`src/rtl/cluster_pkg.sv`:
```
`default_nettype none
// ============================================================================
// Module      : cluster_pkg
// Description : Shared constants, header field positions and FSM state
//               encoding for the per-BX cluster frame transmitter.
// Revision    : 1.0  initial release
// ============================================================================
package cluster_pkg;

  // Geometry of one snapshot
  localparam int NCLUSTERS = 8;   // max cluster words per frame
  localparam int CLW       = 14;  // 11-bit strip address + 3-bit size
  localparam int SEQW      = 9;   // frame sequence counter width

  // Link word markers (top two bits of every 16-bit word)
  localparam logic [1:0] HDR_MARKER  = 2'b11;
  localparam logic [1:0] DATA_MARKER = 2'b00;

  // Header field bit positions
  localparam int HDR_MARK_MSB = 15;
  localparam int HDR_MARK_LSB = 14;
  localparam int HDR_OVF_BIT  = 13;
  localparam int HDR_N_MSB    = 12;
  localparam int HDR_N_LSB    = 9;
  localparam int HDR_SEQ_MSB  = 8;
  localparam int HDR_SEQ_LSB  = 0;

  // Width of the emitted-word count carried in the header
  localparam int NW = HDR_N_MSB - HDR_N_LSB + 1;

  // Transmit FSM encoding
  typedef enum logic [1:0] {
    ST_IDLE = 2'd0,
    ST_HDR  = 2'd1,
    ST_DATA = 2'd2
  } state_t;

endpackage : cluster_pkg
`default_nettype wire

```
`src/rtl/cluster_word_mux.sv`:
```
`default_nettype none
// ============================================================================
// Module      : cluster_word_mux
// Description : Combinational selection of one cluster word out of the
//               registered snapshot vector. Out-of-range selects return 0.
// Ports       : clusters  in  NCLUSTERS*CLW  packed words, index 0 in LSBs
//               sel       in  4              word index
//               word      out CLW            selected cluster word
// Revision    : 1.0  initial release
// ============================================================================
module cluster_word_mux #(
  parameter int NCLUSTERS = cluster_pkg::NCLUSTERS,
  parameter int CLW       = cluster_pkg::CLW
) (
  input  logic [NCLUSTERS*CLW-1:0] clusters,
  input  logic [3:0]               sel,
  output logic [CLW-1:0]           word
);

  logic [CLW-1:0] w_words [NCLUSTERS];

  genvar gi;
  generate
    for (gi = 0; gi < NCLUSTERS; gi++) begin : g_unpack
      assign w_words[gi] = clusters[gi*CLW +: CLW];
    end
  endgenerate

  // Compare-and-select rather than a direct array index so that a select
  // one past the last cluster (seen while the final word is on the link)
  // yields a clean zero instead of an out-of-range read.
  always_comb begin
    word = '0;
    for (int i = 0; i < NCLUSTERS; i++) begin
      if (sel == 4'(i)) begin
        word = w_words[i];
      end
    end
  end

endmodule : cluster_word_mux
`default_nettype wire

```
`src/rtl/cluster_frame_tx.sv`:
```
`default_nettype none
// ============================================================================
// Module      : cluster_frame_tx
// Description : Transmit side of the per-BX cluster count interface. Takes
//               one snapshot per bunch crossing and serialises it onto a
//               16-bit valid/ready link as a header word followed by
//               min(cnt, NCLUSTERS) cluster words.
// Ports       : clock4x       in   1   sole clock, rising edge
//               reset         in   1   asynchronous, active-high
//               snap_valid_i  in   1   snapshot strobe
//               cnt_i         in   8   cluster count
//               overflow_i    in   1   counter overflow flag
//               clusters_i    in   NCLUSTERS*CLW  cluster words, 0 in LSBs
//               tx_data_o     out  16  link word
//               tx_valid_o    out  1   link word valid
//               tx_ready_i    in   1   link ready
//               busy_o        out  1   frame in progress
//               drop_cnt_o    out  8   saturating dropped-snapshot count
// Revision    : 1.0  initial release
// ============================================================================
module cluster_frame_tx #(
  parameter int NCLUSTERS = cluster_pkg::NCLUSTERS,
  parameter int CLW       = cluster_pkg::CLW,
  parameter int SEQW      = cluster_pkg::SEQW
) (
  input  logic                     clock4x,
  input  logic                     reset,
  input  logic                     snap_valid_i,
  input  logic [7:0]               cnt_i,
  input  logic                     overflow_i,
  input  logic [NCLUSTERS*CLW-1:0] clusters_i,
  output logic [15:0]              tx_data_o,
  output logic                     tx_valid_o,
  input  logic                     tx_ready_i,
  output logic                     busy_o,
  output logic [7:0]               drop_cnt_o
);

  import cluster_pkg::*;

  // --------------------------------------------------------------------------
  // Registered state
  // --------------------------------------------------------------------------
  state_t                   r_state;
  logic [NW-1:0]            r_n_emit;    // words to emit after the header
  logic [3:0]               r_idx;       // index of the cluster on the link
  logic [NCLUSTERS*CLW-1:0] r_clusters;  // snapshot of the cluster words
  logic [SEQW-1:0]          r_seq;

  // --------------------------------------------------------------------------
  // Handshake / acceptance decode
  // --------------------------------------------------------------------------
  logic            w_hs;
  logic            w_last;
  logic            w_accept;
  logic            w_drop;
  logic            w_hdr_hs;
  logic [SEQW-1:0] w_seq_next;
  logic            w_clamp;
  logic            w_in_ovf;
  logic [NW-1:0]   w_in_n;
  logic [15:0]     w_hdr_word;
  logic [3:0]      w_sel;
  logic [CLW-1:0]  w_cl_word;
  logic [15:0]     w_data_word;

  assign w_hs = tx_valid_o & tx_ready_i;

  // Last word of the frame is either a header of an empty frame or the
  // final cluster word.
  assign w_last = w_hs &
                  (((r_state == ST_HDR)  && (r_n_emit == '0)) ||
                   ((r_state == ST_DATA) && (r_idx == (r_n_emit - 4'd1))));

  assign w_accept = snap_valid_i & ((r_state == ST_IDLE) | w_last);
  assign w_drop   = snap_valid_i & ~w_accept;

  // The sequence counter advances on the header handshake. A back-to-back
  // accept in that same cycle (header-only frame) must already see the
  // advanced value, hence the header is built from the next value.
  assign w_hdr_hs   = w_hs & (r_state == ST_HDR);
  assign w_seq_next = r_seq + {{(SEQW-1){1'b0}}, w_hdr_hs};

  assign w_clamp    = (cnt_i > 8'(NCLUSTERS));
  assign w_in_ovf   = overflow_i | w_clamp;
  assign w_in_n     = w_clamp ? NW'(NCLUSTERS) : cnt_i[NW-1:0];
  assign w_hdr_word = {HDR_MARKER, w_in_ovf, w_in_n, w_seq_next};

  // Select the word that goes on the link after the current handshake:
  // cluster 0 when leaving the header, otherwise the next cluster.
  assign w_sel       = (r_state == ST_HDR) ? 4'd0 : (r_idx + 4'd1);
  assign w_data_word = {DATA_MARKER, w_cl_word};

  cluster_word_mux #(
    .NCLUSTERS (NCLUSTERS),
    .CLW       (CLW)
  ) u_word_mux (
    .clusters (r_clusters),
    .sel      (w_sel),
    .word     (w_cl_word)
  );

  // --------------------------------------------------------------------------
  // Transmit FSM with registered link outputs
  // --------------------------------------------------------------------------
  always_ff @(posedge clock4x or posedge reset) begin
    if (reset) begin
      r_state    <= ST_IDLE;
      r_n_emit   <= '0;
      r_idx      <= '0;
      r_clusters <= '0;
      r_seq      <= '0;
      tx_data_o  <= '0;
      tx_valid_o <= 1'b0;
      busy_o     <= 1'b0;
      drop_cnt_o <= '0;
    end else begin
      r_seq <= w_seq_next;

      if (w_drop && (drop_cnt_o != 8'hFF)) begin
        drop_cnt_o <= drop_cnt_o + 8'd1;
      end

      if (w_accept) begin
        // New frame: header goes out next cycle, covers both the idle and
        // the back-to-back case.
        r_state    <= ST_HDR;
        r_n_emit   <= w_in_n;
        r_clusters <= clusters_i;
        r_idx      <= '0;
        tx_data_o  <= w_hdr_word;
        tx_valid_o <= 1'b1;
        busy_o     <= 1'b1;
      end else begin
        case (r_state)
          ST_HDR: begin
            if (w_hs) begin
              if (r_n_emit == '0) begin
                r_state    <= ST_IDLE;
                tx_data_o  <= '0;
                tx_valid_o <= 1'b0;
                busy_o     <= 1'b0;
              end else begin
                r_state   <= ST_DATA;
                r_idx     <= '0;
                tx_data_o <= w_data_word;
              end
            end
          end
          ST_DATA: begin
            if (w_hs) begin
              if (w_last) begin
                r_state    <= ST_IDLE;
                tx_data_o  <= '0;
                tx_valid_o <= 1'b0;
                busy_o     <= 1'b0;
              end else begin
                r_idx     <= r_idx + 4'd1;
                tx_data_o <= w_data_word;
              end
            end
          end
          ST_IDLE: begin
            // Link ready is ignored while nothing is offered.
          end
          default: begin
            r_state    <= ST_IDLE;
            tx_data_o  <= '0;
            tx_valid_o <= 1'b0;
            busy_o     <= 1'b0;
          end
        endcase
      end
    end
  end

endmodule : cluster_frame_tx
`default_nettype wire

```
`config.mk`:
```
export PLATFORM = sky130hd
export DESIGN_NAME = cluster_frame_tx
export DESIGN_NICKNAME = d
export VERILOG_FILES = /design/src/rtl/cluster_pkg.sv /design/src/rtl/cluster_word_mux.sv /design/src/rtl/cluster_frame_tx.sv
export SDC_FILE = /design/constraint.sdc
export NUM_CORES = 1
export LEC_CHECK = 0
export ABC_AREA = 1
export CAP_MARGIN = 20
export CORE_AREA = 4 4 115 172
export DETAILED_ROUTE_END_ITERATION = 6
export DIE_AREA = 0 0 119 176
export GPL_TIMING_DRIVEN = 1
export PLACE_DENSITY = 0.67
export REMOVE_ABC_BUFFERS = 1
export SYNTH_ARGS = -nofsm -noshare
export SYNTH_HDL_FRONTEND = slang
export SYNTH_SLANG_ARGS = --single-unit
```
`constraint.sdc`:
```
create_clock -name clock4x -period 12 [get_ports clock4x]
set_input_delay 1.2 -clock clock4x [delete_from_list [all_inputs] [get_ports clock4x]]
set_output_delay 1.2 -clock clock4x [all_outputs]
set_load 0.02 [all_outputs]
```
==> impl_results.md <==
- Status: completed
- Fillers: 1738
- Ratio of cells with drive above 1 in the final layout: 6.13%
- CP Launch Type: primary input
- Largest family of logic cells by synthesized area: simple AND/OR/NAND/NOR gates
- Vias/cell: 4.77
- Peak VDD IR: 0.115 mV
- Yosys reg bits: 155
- Pin count of the biggest net entering global routing: 92
- Leakage: 0.00488 uW
- Critical-path maximum fanout: 66
- Max_slew headroom: 45.8%
- Ant diodes: 0
- Drt pass-1 iters: 5
- Sequential area share after synthesis: 51.0%
- P&R area growth vs syn: 28.3%
- H-Tree Depth: 4
- GRT Overall Usage: 19.2%
- Crit-path most repeated cell: nand2_4
- CTS tree: built
- Starting Density: 41.4%
- IO buf count: 150
- CTS clk-pin slew, worst paths: 0.06 ns
- Power Total: 2330 uW
- Synth Area in Compound Gates: 3.91%
- Hold Fails Final Rpt: 0
- Top delay family on crit path: buffers and inverters
- Final setup fails: 0
- Tcrit/Tclk final: 33.8%
- Total Routed Length: 19900 um
- Post-CTS sizing: 0
- Avg Synthesized Cell Area: 7.92 sq um
- Initial DRC Count: 478
- Hold buffers post-CTS: 0
- WL/cell: 14.6 um
- Min Hold Slack: 0.477 ns
- Distinct cells, synth: 36
- Post-Synth Simple-Gate Area: 35.5%
- Die H: 176 um
- Cell Chain, Critical Path: clkdlybuf4s50_1, nand2_1, inv_1, nand2_4, nand2_4, nand2_4, clkinv_2, buf_4, o21ai_1, a21oi_1
- HPWL after DPL: 14100 um
- Antenna Violating Nets Remaining: 0
- GPL Wtd Cong: 0.835
- Pins Over Slew Limit: 0
- CTS Buffer Depth: 2
- Clock Skews: 0.0102 ns
- Number of synthesized flops with an enable pin: 0
- Worst setup path class: primary input to register
- Most used DFF post-synth: dfrtp_1
- Critical path required time: 12.29 ns
- CP arrival: 4.35 ns
- CP bufs+invs: 4
- Syn Inst Count: 961
- Class of the worst hold path: register to register
- CTS buffer count: 17
- Depth of the worst register-to-register path: 15
- Die area: 20900 sq um
- Warnings from Yosys: 0
- Drt drc: 0
- Congestion Overflow GR: 0
- Mux share of post-synthesis cell area: 0%
- Clk Latency, worst-skew pair: 0.42 ns
- Core Rows: 61
- First-pass GRT wire length: 32300 um
- Net count, final: 1230
- # Max-Cap Violations: 0
- Synth Cell Area: 7610 sq um
- RSZ-0062 raised after global routing: false
- Post-synth ARST share: 100%
- Core area: 18400 sq um
- Die width: 119 um
- Via count: 6490
- WHS Path Cells: 2
- Setup bufs post-CTS: 0
- Period minus WS final: 4.06 ns
- CTS root buf: clkbuf_16
- Power per Cell Area: 238 nW/um^2
- Worst slew pin tran: 0.812 ns
- CP max stage cell: clkinv_2
- Fmax: 246 MHz
- Post-Synth XOR/XNOR Area: 1.61%
- Slowest stage delay, CP: 0.82 ns
- Setup TNS: 0 ns
- Number of global-route vias before repair: 6557
- Synth Area in Adders: 1.48%
- Clk sinks: 155
- Antenna violations before repair: 0
- CP Capture Type: register
- CP Depth: 10
- Io pins: 151
[cells in the mapped netlist, drive strengths merged (2+ instances only)]
cell type / n / area [sq um]
a21boi: 4 / 30.0
a21oi: 27 / 135
inv: 55 / 206
o22ai: 3 / 18.8
nand3: 43 / 220
nor3: 5 / 47.5
nor2: 60 / 267
xnor2: 7 / 61.3
buf: 37 / 277
nand2: 477 / 1850
or2: 10 / 62.6
o21ai: 16 / 80.1
xor2: 7 / 61.3
ha: 9 / 113
a22o: 3 / 26.3
nand4: 37 / 246
clkinv: 2 / 7.51
dfrtp: 155 / 3880
[per-stage QoR]
stage | utilization, % | setup WS (ns) | cells | cell area, sq um
3_3_place_gp | 49.9 | 7.55 | 1328 | 9170
6_report | 53.1 | 7.94 | 1361 | 9760
2_1_floorplan | - | 6.62 | 923 | 7330
5_1_grt | 53.1 | 7.63 | 1361 | 9760
3_5_place_dp | 49.9 | 7.52 | 1328 | 9170
4_1_cts | 53.0 | 7.95 | 1360 | 9750
[routing by layer]
metal	wire [um]	global-route usage, %
met1	8340	23.8
met2	10600	34.5
met3	638	2.60
met4	279	5.85
met5	0	0
[flip-flops by register name, summed over array words and instances, names as in the netlist]
signal / cells
busy_o: 1
drop_cnt_o: 8
r_clusters: 112
r_idx: 4
r_n_emit: 4
r_seq: 9
r_state: 2
tx_data_o: 15
[cells by family (layout without fill, tap and decap cells)]
logic type | count (synthesis) | in the layout
simple gates | 634 | 634
buf+inv | 95 | 243
xor+xnor | 14 | 14
fa+ha+maj | 9 | 9
flops | 155 | 155
compound gates | 54 | 54
[cell usage in the layout (no fill, tap or decap), drive strengths merged]
cell type      count
and3               1
nand3             43
buf                4
xnor2              7
dfrtp            155
clkdlybuf4s50    150
a21boi             4
clkbuf            23
nand4             37
xor2               7
nor2              60
a21oi             27
o211ai             1
inv               55
o22ai              3
o21ai             16
clkinvlp           3
a22o               3
bufinv             2
nor3               5
or3                1
or2               10
nand2            477
ha                 9
clkinv             6
[worst register-to-register path: cells and delay by family, from the launching register on]
kind / cells / cell delay, ns
buf+inv: 3 / 1.59
simple gates: 9 / 0.99
flops: 1 / 0.41
compound gates: 2 / 0.38
fa+ha+maj: 1 / 0.31
[layout make-up]
class / count / area [sq um] / share of cell area, %
Clock buffer: 23 / 468 / 4.79
Clock inverter: 9 / 114 / 1.17
Inverter: 57 / 220 / 2.26
Multi-Input combinational cell: 711 / 3230 / 33.1
Sequential cell: 155 / 3880 / 39.7
Tap cell: 252 / 315 / 3.23
Timing Repair Buffer: 154 / 1530 / 15.7
[power breakdown]
group	internal, uW	switching, uW
clock network	319	215
logic	338	576
registers	749	131
total	1410	922
[worst paths after layout]
kind                                start        endpoint  slack, ns
max in group asynchronous           reset  r_clusters[91]       9.32
setup reg to reg              r_n_emit[0]      r_state[1]       8.18
hold reg to reg            r_clusters[32]  r_clusters[32]       0.48
hold / removal             r_clusters[32]  r_clusters[32]       0.48
setup / recovery               tx_ready_i      r_state[1]       7.94
min in group asynchronous           reset  r_clusters[52]       1.34
Power figures use the tool's default switching activity.
